--- src/rtl/amcp_send_arb_pkg.sv ---
// amcp_pkg: shared types and constants for the MCP send arbiter slice.
//   arb_state_e : arbiter FSM encoding
//   DW_DEF      : default data word width (matches the sender adatain)
//   idx_w()     : index width for an N-entry requester vector (min 1 bit)
package amcp_pkg;

    localparam int unsigned DW_DEF = 8;

    typedef enum logic [1:0] {
        IDLE     = 2'd0,
        SEND     = 2'd1,
        WAIT_ACK = 2'd2
    } arb_state_e;

    function automatic int unsigned idx_w(input int unsigned n);
        return (n > 1) ? $clog2(n) : 1;
    endfunction

endpackage

--- src/rtl/amcp_send_arb_if.sv ---
// amcp_send_arb_if: requester-side and sender-side handshake bundle.
//   req_valid [N]    : per-requester word valid (level)
//   req_data  [N*DW] : packed words, requester i at [i*DW +: DW]
//   req_ready [N]    : one-hot capture pulse back to the requesters
//   snd_ready        : sender aready
//   snd_data  [DW]   : sender adatain
//   snd_send         : sender asend
// master = arbiter view, slave = producers/sender view.
interface amcp_send_arb_if
    import amcp_pkg::*;
#(
    parameter int unsigned N  = 4,
    parameter int unsigned DW = DW_DEF
);

    logic [N-1:0]    req_valid;
    logic [N*DW-1:0] req_data;
    logic [N-1:0]    req_ready;
    logic            snd_ready;
    logic [DW-1:0]   snd_data;
    logic            snd_send;

    modport master (
        input  req_valid, req_data, snd_ready,
        output req_ready, snd_data, snd_send
    );

    modport slave (
        output req_valid, req_data, snd_ready,
        input  req_ready, snd_data, snd_send
    );

endinterface

--- src/rtl/amcp_send_arb_rr_pick.sv ---
// rr_pick: combinational round-robin selector.
//   req  [N]  : request vector
//   last [IW] : index of the previous winner (search starts just after it)
//   gnt  [N]  : one-hot winner, zero when nothing requested
//   idx  [IW] : winner index
//   any       : at least one request present
module rr_pick
    import amcp_pkg::*;
#(
    parameter int unsigned N  = 4,
    parameter int unsigned IW = idx_w(N)
) (
    input  logic [N-1:0]  req,
    input  logic [IW-1:0] last,
    output logic [N-1:0]  gnt,
    output logic [IW-1:0] idx,
    output logic          any
);

    logic [IW-1:0] pos;

    // Offsets 1..N from the last winner; offset N is the last winner itself,
    // so a requester that just won is considered last.
    always_comb begin
        gnt = '0;
        idx = '0;
        any = 1'b0;
        pos = '0;
        for (int k = 1; k <= int'(N); k++) begin
            pos = IW'((int'(last) + k) % int'(N));
            if (!any && req[pos]) begin
                any      = 1'b1;
                gnt[pos] = 1'b1;
                idx      = pos;
            end
        end
    end

endmodule

--- src/rtl/amcp_send_arb.sv ---
// amcp_send_arb: round-robin arbiter sharing one MCP-formulation sender
// among N aclk-domain requesters. Captures the granted word, drives the
// sender's adatain/asend, then waits for aready to return (receive-side ack).
//   aclk, arst_n : clock, async active-low reset
//   bus          : amcp_send_arb_if master (requester + sender handshakes)
//   err_clr      : pulse, clears tmo_err
//   grant_id     : index of last granted requester
//   busy         : FSM not in IDLE
//   tmo_err      : sticky ack-timeout flag
//   sent_cnt     : words accepted by the sender, wrapping
//
// state    | meaning
// ---------+---------------------------------------------------------
// IDLE     | arbitrate; grant only while the sender is ready
// SEND     | asend high, word held until the sender accepts it
// WAIT_ACK | wait for aready to return; timeout counter running
module amcp_send_arb
    import amcp_pkg::*;
#(
    parameter  int unsigned N     = 4,
    parameter  int unsigned DW    = DW_DEF,
    parameter  int unsigned TMO_W = 8,
    parameter  int unsigned CNT_W = 16,
    localparam int unsigned IW    = idx_w(N)
) (
    input  logic              aclk,
    input  logic              arst_n,
    amcp_send_arb_if.master   bus,
    input  logic              err_clr,
    output logic [IW-1:0]     grant_id,
    output logic              busy,
    output logic              tmo_err,
    output logic [CNT_W-1:0]  sent_cnt
);

    localparam logic [TMO_W-1:0] TMO_PRE = {{(TMO_W-1){1'b1}}, 1'b0};

    arb_state_e       state_q, state_d;
    logic [DW-1:0]    snd_data_q, snd_data_d;
    logic             snd_send_q, snd_send_d;
    logic [IW-1:0]    grant_q, grant_d;
    logic [CNT_W-1:0] cnt_q, cnt_d;
    logic [TMO_W-1:0] tmo_q, tmo_d;
    logic             err_q, err_d;
    logic [N-1:0]     req_ready_c;

    logic [N-1:0]     pick_gnt;
    logic [IW-1:0]    pick_idx;
    logic             pick_any;

    rr_pick #(.N(N), .IW(IW)) u_pick (
        .req  (bus.req_valid),
        .last (grant_q),
        .gnt  (pick_gnt),
        .idx  (pick_idx),
        .any  (pick_any)
    );

    always_ff @(posedge aclk or negedge arst_n) begin
        if (!arst_n) begin
            state_q    <= IDLE;
            snd_data_q <= '0;
            snd_send_q <= 1'b0;
            grant_q    <= IW'(N - 1);
            cnt_q      <= '0;
            tmo_q      <= '0;
            err_q      <= 1'b0;
        end else begin
            state_q    <= state_d;
            snd_data_q <= snd_data_d;
            snd_send_q <= snd_send_d;
            grant_q    <= grant_d;
            cnt_q      <= cnt_d;
            tmo_q      <= tmo_d;
            err_q      <= err_d;
        end
    end

    always_comb begin
        state_d     = state_q;
        snd_data_d  = snd_data_q;
        snd_send_d  = snd_send_q;
        grant_d     = grant_q;
        cnt_d       = cnt_q;
        tmo_d       = tmo_q;
        err_d       = err_q;
        req_ready_c = '0;

        if (err_clr) begin
            err_d = 1'b0;
        end

        unique case (state_q)
            IDLE: begin
                if (pick_any && bus.snd_ready) begin
                    req_ready_c = pick_gnt;
                    snd_data_d  = bus.req_data[int'(pick_idx)*DW +: DW];
                    grant_d     = pick_idx;
                    snd_send_d  = 1'b1;
                    state_d     = SEND;
                end
            end
            SEND: begin
                if (snd_send_q && bus.snd_ready) begin
                    snd_send_d = 1'b0;
                    cnt_d      = cnt_q + 1'b1;
                    tmo_d      = '0;
                    state_d    = WAIT_ACK;
                end
            end
            WAIT_ACK: begin
                if (tmo_q != '1) begin
                    tmo_d = tmo_q + 1'b1;
                end
                // Set on the step into all-ones; overrides a same-cycle clear.
                if (tmo_q == TMO_PRE) begin
                    err_d = 1'b1;
                end
                // tmo_q == 0 only in the first WAIT_ACK cycle, where aready
                // may still be high from the accept.
                if (tmo_q != '0 && bus.snd_ready) begin
                    state_d = IDLE;
                end
            end
            default: begin
                state_d = IDLE;
            end
        endcase
    end

    assign bus.req_ready = req_ready_c;
    assign bus.snd_data  = snd_data_q;
    assign bus.snd_send  = snd_send_q;
    assign grant_id      = grant_q;
    assign busy          = (state_q != IDLE);
    assign tmo_err       = err_q;
    assign sent_cnt      = cnt_q;

endmodule

--- src/flat_wrapper.sv ---
// flat-port wrapper written by rule: the top's interface ports become plain ports
module amcp_send_arb_flat import amcp_pkg::*;
#(
    parameter  int unsigned N     = 4,
    parameter  int unsigned DW    = DW_DEF,
    parameter  int unsigned TMO_W = 8,
    parameter  int unsigned CNT_W = 16,
    localparam int unsigned IW    = idx_w(N)
)
  (aclk, arst_n, err_clr, grant_id, busy, tmo_err, sent_cnt, bus_req_valid, bus_req_data, bus_snd_ready, bus_req_ready, bus_snd_data, bus_snd_send);
  amcp_send_arb_if #(.N(N), .DW(DW)) bus_i ();
  input  logic aclk;
  input  logic arst_n;
  input  logic err_clr;
  output logic [IW-1:0] grant_id;
  output logic busy;
  output logic tmo_err;
  output logic [CNT_W-1:0] sent_cnt;
  input wire logic [$bits(bus_i.req_valid)-1:0] bus_req_valid;
  input wire logic [$bits(bus_i.req_data)-1:0] bus_req_data;
  input wire logic [$bits(bus_i.snd_ready)-1:0] bus_snd_ready;
  output wire logic [$bits(bus_i.req_ready)-1:0] bus_req_ready;
  output wire logic [$bits(bus_i.snd_data)-1:0] bus_snd_data;
  output wire logic [$bits(bus_i.snd_send)-1:0] bus_snd_send;
  assign bus_i.req_valid = bus_req_valid;
  assign bus_i.req_data = bus_req_data;
  assign bus_i.snd_ready = bus_snd_ready;
  assign bus_req_ready = bus_i.req_ready;
  assign bus_snd_data = bus_i.snd_data;
  assign bus_snd_send = bus_i.snd_send;
  amcp_send_arb #(.N(N), .DW(DW), .TMO_W(TMO_W), .CNT_W(CNT_W)) u_core (.aclk(aclk), .arst_n(arst_n), .bus(bus_i), .err_clr(err_clr), .grant_id(grant_id), .busy(busy), .tmo_err(tmo_err), .sent_cnt(sent_cnt));
endmodule
--- config.mk ---
export PLATFORM = sky130hd
export DESIGN_NAME = amcp_send_arb_flat
export DESIGN_NICKNAME = d
export VERILOG_FILES = /design/src/rtl/amcp_send_arb_pkg.sv /design/src/rtl/amcp_send_arb_if.sv /design/src/rtl/amcp_send_arb_rr_pick.sv /design/src/rtl/amcp_send_arb.sv /design/src/flat_wrapper.sv
export SDC_FILE = /design/constraint.sdc
export NUM_CORES = 1
export LEC_CHECK = 0
export CORE_MARGIN = 4
export CORE_UTILIZATION = 50
export DETAILED_ROUTE_END_ITERATION = 10
export PLACE_DENSITY = 0.82
export SYNTH_ARGS = -nofsm -noshare
export SYNTH_HDL_FRONTEND = slang
export SYNTH_SLANG_ARGS = --single-unit
--- constraint.sdc ---
create_clock -name aclk -period 10.11 [get_ports aclk]
set_input_delay 2.5275 -clock aclk [delete_from_list [all_inputs] [get_ports aclk]]
set_output_delay 2.5275 -clock aclk [all_outputs]
set_load 0.05 [all_outputs]
* After elaboration in Yosys (flattened, before gate mapping)
Cells that the tools add are included.
Widths: inputs -> output; s select.
** Storage, ports and cells
- Register bits :: 38
- Latch bits :: 0
- Bits in writable memories :: 0
- Memory bits (read-only) :: 0
- Bits of input ports :: 40
- Output and inout port bits :: 33
- Word-level logic and storage cells :: 99
- Memories :: 0
** Cells by class
- Add/sub/neg operators :: 6
- $mul :: 0
- Divide/modulo/power cells :: 0
- Order comparisons :: 8
- Equal/unequal tests :: 8
- Shifts and indexed selects :: 1
- Mux-type cells :: 43
- Bitwise logic cells :: 3
- Reductions and logical operators :: 23
** Operators by type and width (number)
- $shiftx 32x6->8 :: 1
- $mux 4 :: 6
- $mux 1 :: 17
- $add 16x1->16 const B :: 1
- $mux 8 :: 2
- $pmux 8 s2 :: 1
- $mux 2 :: 7
- $lt 2x3->1 const B :: 4
- $or 4x4->4 :: 3
- $logic_and 1x1->1 :: 10
- $reduce_and 3->1 :: 3
- $add 8x1->8 const B :: 1
- $bmux 1 s2 :: 4
- $demux 1 s2 :: 4
- $eq 8x8->1 const B :: 1
- $ge 2x1->1 const B :: 4
- $ne 2x1->1 const B :: 4
- $ne 8x8->1 const B :: 1
- $reduce_bool 8->1 :: 1
- $pmux 2 s3 :: 1
- $reduce_bool 2->1 :: 3
- $add 2x1->2 const B :: 2
- $add 2x2->2 const B :: 2
- $reduce_and 2->1 :: 2
- other kinds (5) :: 7

* Logic depth before layout (Yosys ltp)
- Depth after elaboration :: 16
- Depth in mapped cells :: 12

* Hierarchy
A second synthesis with hierarchy kept.
** Unflattened totals
- Cells, all modules :: 231
- Area, all modules :: 2483.6 um^2
** Modules (own cells, without submodules)
- amcp_send_arb :: times used 1, cells each 163, area an instance 1958.1 um^2, sequential area each 953.4 um^2
- rr_pick :: times used 1, cells each 68, area an instance 525.5 um^2, sequential area each 0.0 um^2

* Worst setup path before layout
No wires, ideal clock.
- Path type :: input port to output port
- Start :: input port bus_req_valid[3]
- End :: output port bus_req_ready[0]
- Arrival :: 4555 ps
- Required time :: 7582 ps
- Path slack :: 3027 ps
- Cell stages on the path :: 7
- Buffers on the path :: 2
- Cells stage by stage :: buf_2 > mux4_2 > nor2b_4 > buf_2 > a221o_1 > o21ai_1 > a21oi_1
** On the way
- Cells in the longest elaborated chain, start to end :: 15
- Elaborated cells between the ends (all ways) :: 28
- Those cells by class :: 18 x mux; 3 x bitwise; 7 x reduce/logical
** Ends and longest elaborated chain
- start, declared :: RTL line flat_wrapper.sv:19 : input wire logic [$bits(bus_i.req_valid)-1:0] bus_req_valid;
- $bmux 1 s2 :: RTL line amcp_send_arb_rr_pick.sv:31 : if (!any && req[pos]) begin
- $mux 1 (implied by the code) :: RTL line amcp_send_arb_rr_pick.sv:31
- $mux 1 :: RTL line amcp_send_arb_rr_pick.sv:31
- $logic_not 1->1 :: RTL line amcp_send_arb_rr_pick.sv:31
- $logic_and 1x1->1 :: RTL line amcp_send_arb_rr_pick.sv:31
- $mux 1 :: RTL line amcp_send_arb_rr_pick.sv:31
- $logic_not 1->1 :: RTL line amcp_send_arb_rr_pick.sv:31
- $logic_and 1x1->1 :: RTL line amcp_send_arb_rr_pick.sv:31
- $mux 1 :: RTL line amcp_send_arb_rr_pick.sv:31
- $logic_not 1->1 :: RTL line amcp_send_arb_rr_pick.sv:31
- $logic_and 1x1->1 :: RTL line amcp_send_arb_rr_pick.sv:31
- $mux 1 :: RTL line amcp_send_arb_rr_pick.sv:31
- $logic_and 1x1->1 :: RTL line amcp_send_arb.sv:95 : if (pick_any && bus.snd_ready) begin
- $mux 4 * :: RTL line amcp_send_arb.sv:95
- $mux 4 * :: RTL line amcp_send_arb.sv:93 : unique case (state_q)
- end, declared :: RTL line flat_wrapper.sv:22 : output wire logic [$bits(bus_i.req_ready)-1:0] bus_req_ready;
Mark *: on every way between the ends. The rest lies on a longest branch, timed or not. The select of a mux whose other input is x is not followed.

* Worst setup path in the final report
- Start :: input port bus_req_valid[3]
- End :: output port bus_req_ready[3]
Same word-level chain as after synthesis.

==> results.sh <==
export IMPL_dp_cells=441
export IMPL_syn2layout_area_growth_pct=28.81
export IMPL_nNetsFinal=430
export IMPL_cpPeakStageDelay_ps=820
export IMPL_port_buffers=72
export IMPL_fin_hold_ws_ps=463.8
export IMPL_power_total_mw=1.034
export IMPL_drive_gt1_share_pct=8.179
export IMPL_ant_nets=0
export IMPL_grt_pass1_wl_um=11060
export IMPL_htreeDepth=2
export IMPL_dpl_worst_slack_ps=2315
export IMPL_hp_class="reg2reg"
export IMPL_worstMarginPinSlew_ps=959.7
export IMPL_avgRoutedWirePerCell_um=14.97
export IMPL_coreArea_um2=5238
export IMPL_clk_path_buf_depth=2
export IMPL_worstPathRequired_ps=7580
export IMPL_crit_path_end_kind="output port"
export IMPL_hold_viol=0
export IMPL_cts_buffers=5
export IMPL_synth_cell_area_um2=2775
export IMPL_overflow=0
export IMPL_period_share_pct=77.28
export IMPL_die_area_um2=6806
export IMPL_numClockSinks=38
export IMPL_layout_common_cells="71 x clkdlybuf4s50_1, 40 x nand2_1, 36 x dfrtp_1"
export IMPL_cp_data_arrival_time_ps=5290
export IMPL_die_x_um=82.50
export IMPL_synth_warnings=0
export IMPL_stdcell_count=449
export IMPL_fin_util_pct=68.25
export IMPL_ys_seq_area_share_pct=34.36
export IMPL_crit_fanout=12
export IMPL_power_density_nw_per_um2=289.3
export IMPL_start_kind="input pin"
export IMPL_rows=26
export IMPL_layout_commonest_cell="clkdlybuf4s50_1"
export IMPL_synth_cells=318
export IMPL_detailedRoute_firstIterationViolations=114
export IMPL_crit_top_cell="clkdlybuf4s50_1"
export IMPL_antenna_found_initial=0
export IMPL_async_flop_share_pct=100.0
export IMPL_synth_top_area_share_pct=32.46
export IMPL_cts_hold_buf=0
export IMPL_gp_congestion=0.7999
export IMPL_synth_cell_type_count=55
export IMPL_max_freq_mhz=128.0
export IMPL_cts_resized=0
export IMPL_leakage_nw=1.423
export IMPL_ctsRootBufferMaster="clkbuf_8"
export IMPL_postPlaceCellArea_um2=3483
export IMPL_cts_clk_slew_worst_paths_ps=70
export IMPL_vias=2614
export IMPL_critPathKind="in2out"
export IMPL_viasPerCell=5.822
export IMPL_ir_drop_v=0.0001903
export IMPL_initial_core_util_pct=52.99
export IMPL_grt_pass1_vias=2485
export IMPL_finalCriticalPeriod_ps=7813
export IMPL_clkLatencyLatePin_ps=300
export IMPL_crit_slowest_cell="clkdlybuf4s50_1"
export IMPL_hpwl_um=5001
export IMPL_final_area_um2=3575
export IMPL_post_cts_setup_buffers=0
export IMPL_drv_slew=0
export IMPL_fill_cells=439
export IMPL_fin_ws_ps=2297
export IMPL_synth_avg_cell_area_um2=8.727
export IMPL_crit_chain="clkdlybuf4s50_1 > mux4_2 > nor2b_4 > a221o_1 > o21ai_0 > a21oi_1 > clkdlybuf4s50_1"
export IMPL_synthTopCellsByArea="dfrtp_1 32%, ha_1 5.4%, nand2_1 5.4%, nor3_1 4.3%, nand3_1 3.8%"
export IMPL_fin_tns_setup_ps=0
export IMPL_synth_edf_count=0
export IMPL_yosys_area_top_type="dfrtp_1"
export IMPL_rsz0062_at_grt="no"
export IMPL_skew_ps=3.461
export IMPL_setup_viol=0
export IMPL_synth_ff_latch_count=38
export IMPL_io_pins=73
export IMPL_synthFlopType="dfrtp_1"
export IMPL_drv_cap=0
export IMPL_tritoncts="yes"
export IMPL_status="completed"
export IMPL_route_detailed_drc=0
export IMPL_wirelength_um=6722
export IMPL_track_usage_pct=20.85
export IMPL_antennaDiodeCount=0
export IMPL_dr_pass1_iters=5
export IMPL_syn_nets=370
export IMPL_die_h_um=82.50
export IMPL_max_slew_margin_rel_pct=36.02
export IMPL_grt_start_max_net_pins=44
cell families (layout without fill, tap and decap cells):
group           after synthesis  in the layout  share of synthesized area, %
compound gates               78             78                         20.47
xor+xnor                     22             22                         6.943
fa+ha+maj                    12             12                         5.410
buf+inv                      30             91                         5.185
flops                        38             38                         34.36
mux                           9              9                         4.283
simple gates                129            129                         23.35
final timing paths:
kind                                                       to                             from  slack (ps)  cells after the start
setup / recovery                             bus_req_ready[3]                 bus_req_valid[3]        2300                      7
hold / removal                u_core.sent_cnt[15]$_DFFE_PN0P_  u_core.sent_cnt[15]$_DFFE_PN0P_         460                      1
setup reg to reg           u_core.bus.snd_data[7]$_DFFE_PN0P_   u_core.grant_id[0]$_DFFE_PN1P_        6330                      8
hold reg to reg               u_core.sent_cnt[15]$_DFFE_PN0P_  u_core.sent_cnt[15]$_DFFE_PN0P_         460                      1
max in group asynchronous     u_core.sent_cnt[12]$_DFFE_PN0P_                           arst_n        7260                      1
min in group asynchronous            u_core.tmo_err$_DFF_PN0_                           arst_n        2320                      1
cells in the mapped netlist, types with 8 or more instances:
| cell type | instances |
|---|---|
| nor2_1 | 14 |
| xor2_1 | 10 |
| nand2_1 | 40 |
| o31ai_1 | 8 |
| a21oi_1 | 18 |
| xnor2_1 | 12 |
| nand3_1 | 21 |
| nor3_1 | 24 |
| o22ai_1 | 9 |
| dfrtp_1 | 36 |
| buf_2 | 10 |
| ha_1 | 12 |
| clkbuf_1 | 8 |
| inv_1 | 9 |
per-layer routing:
layer / GRT usage (%) / share of wire (%) / vias up / wire [um]
li1: - / - / 1291 / -
met1: 26.68 / 44 / 1208 / 2929
met2: 33.97 / 47 / 108 / 3176
met3: 3.579 / 7.8 / 7 / 525
met4: 10.13 / 1.3 / 0 / 90
met5: 0 / 0 / - / 0
final cells by class:
cell class / instances / area [um2] / area share (%)
multi-input cells: 250 / 1678 / 46.94
flip-flops and latches: 38 / 953.4 / 26.67
repair buffers: 74 / 730.7 / 20.44
well taps: 70 / 87.58 / 2.450
clock buffers: 7 / 86.33 / 2.415
inverters: 9 / 33.78 / 0.9450
clock inverters: 1 / 5.005 / 0.1400
flip-flops by register name, summed over array words and instances, names as in the netlist:
name / flops
u_core.sent_cnt: 16
u_core.bus.snd_data: 8
u_core.tmo_q: 8
u_core.grant_id: 2
u_core.state_q: 2
u_core.bus.snd_send: 1
u_core.tmo_err: 1
report_power, final:
part | total, mW | internal [mW] | leakage [nW] | switching, mW
registers | 0.259 | 0.194 | 0.475 | 0.0650
logic | 0.666 | 0.256 | 0.900 | 0.409
clock network | 0.109 | 0.0550 | 0.0482 | 0.0544
total | 1.03 | 0.505 | 1.42 | 0.529
worst max-delay path, delay by kind of cell:
| kind | cells | cell delay (ps) |
|---|---|---|
| compound gates | 3 | 450 |
| buf+inv | 2 | 1380 |
| mux | 1 | 600 |
| simple gates | 1 | 330 |
Power figures use the tool's default switching activity.
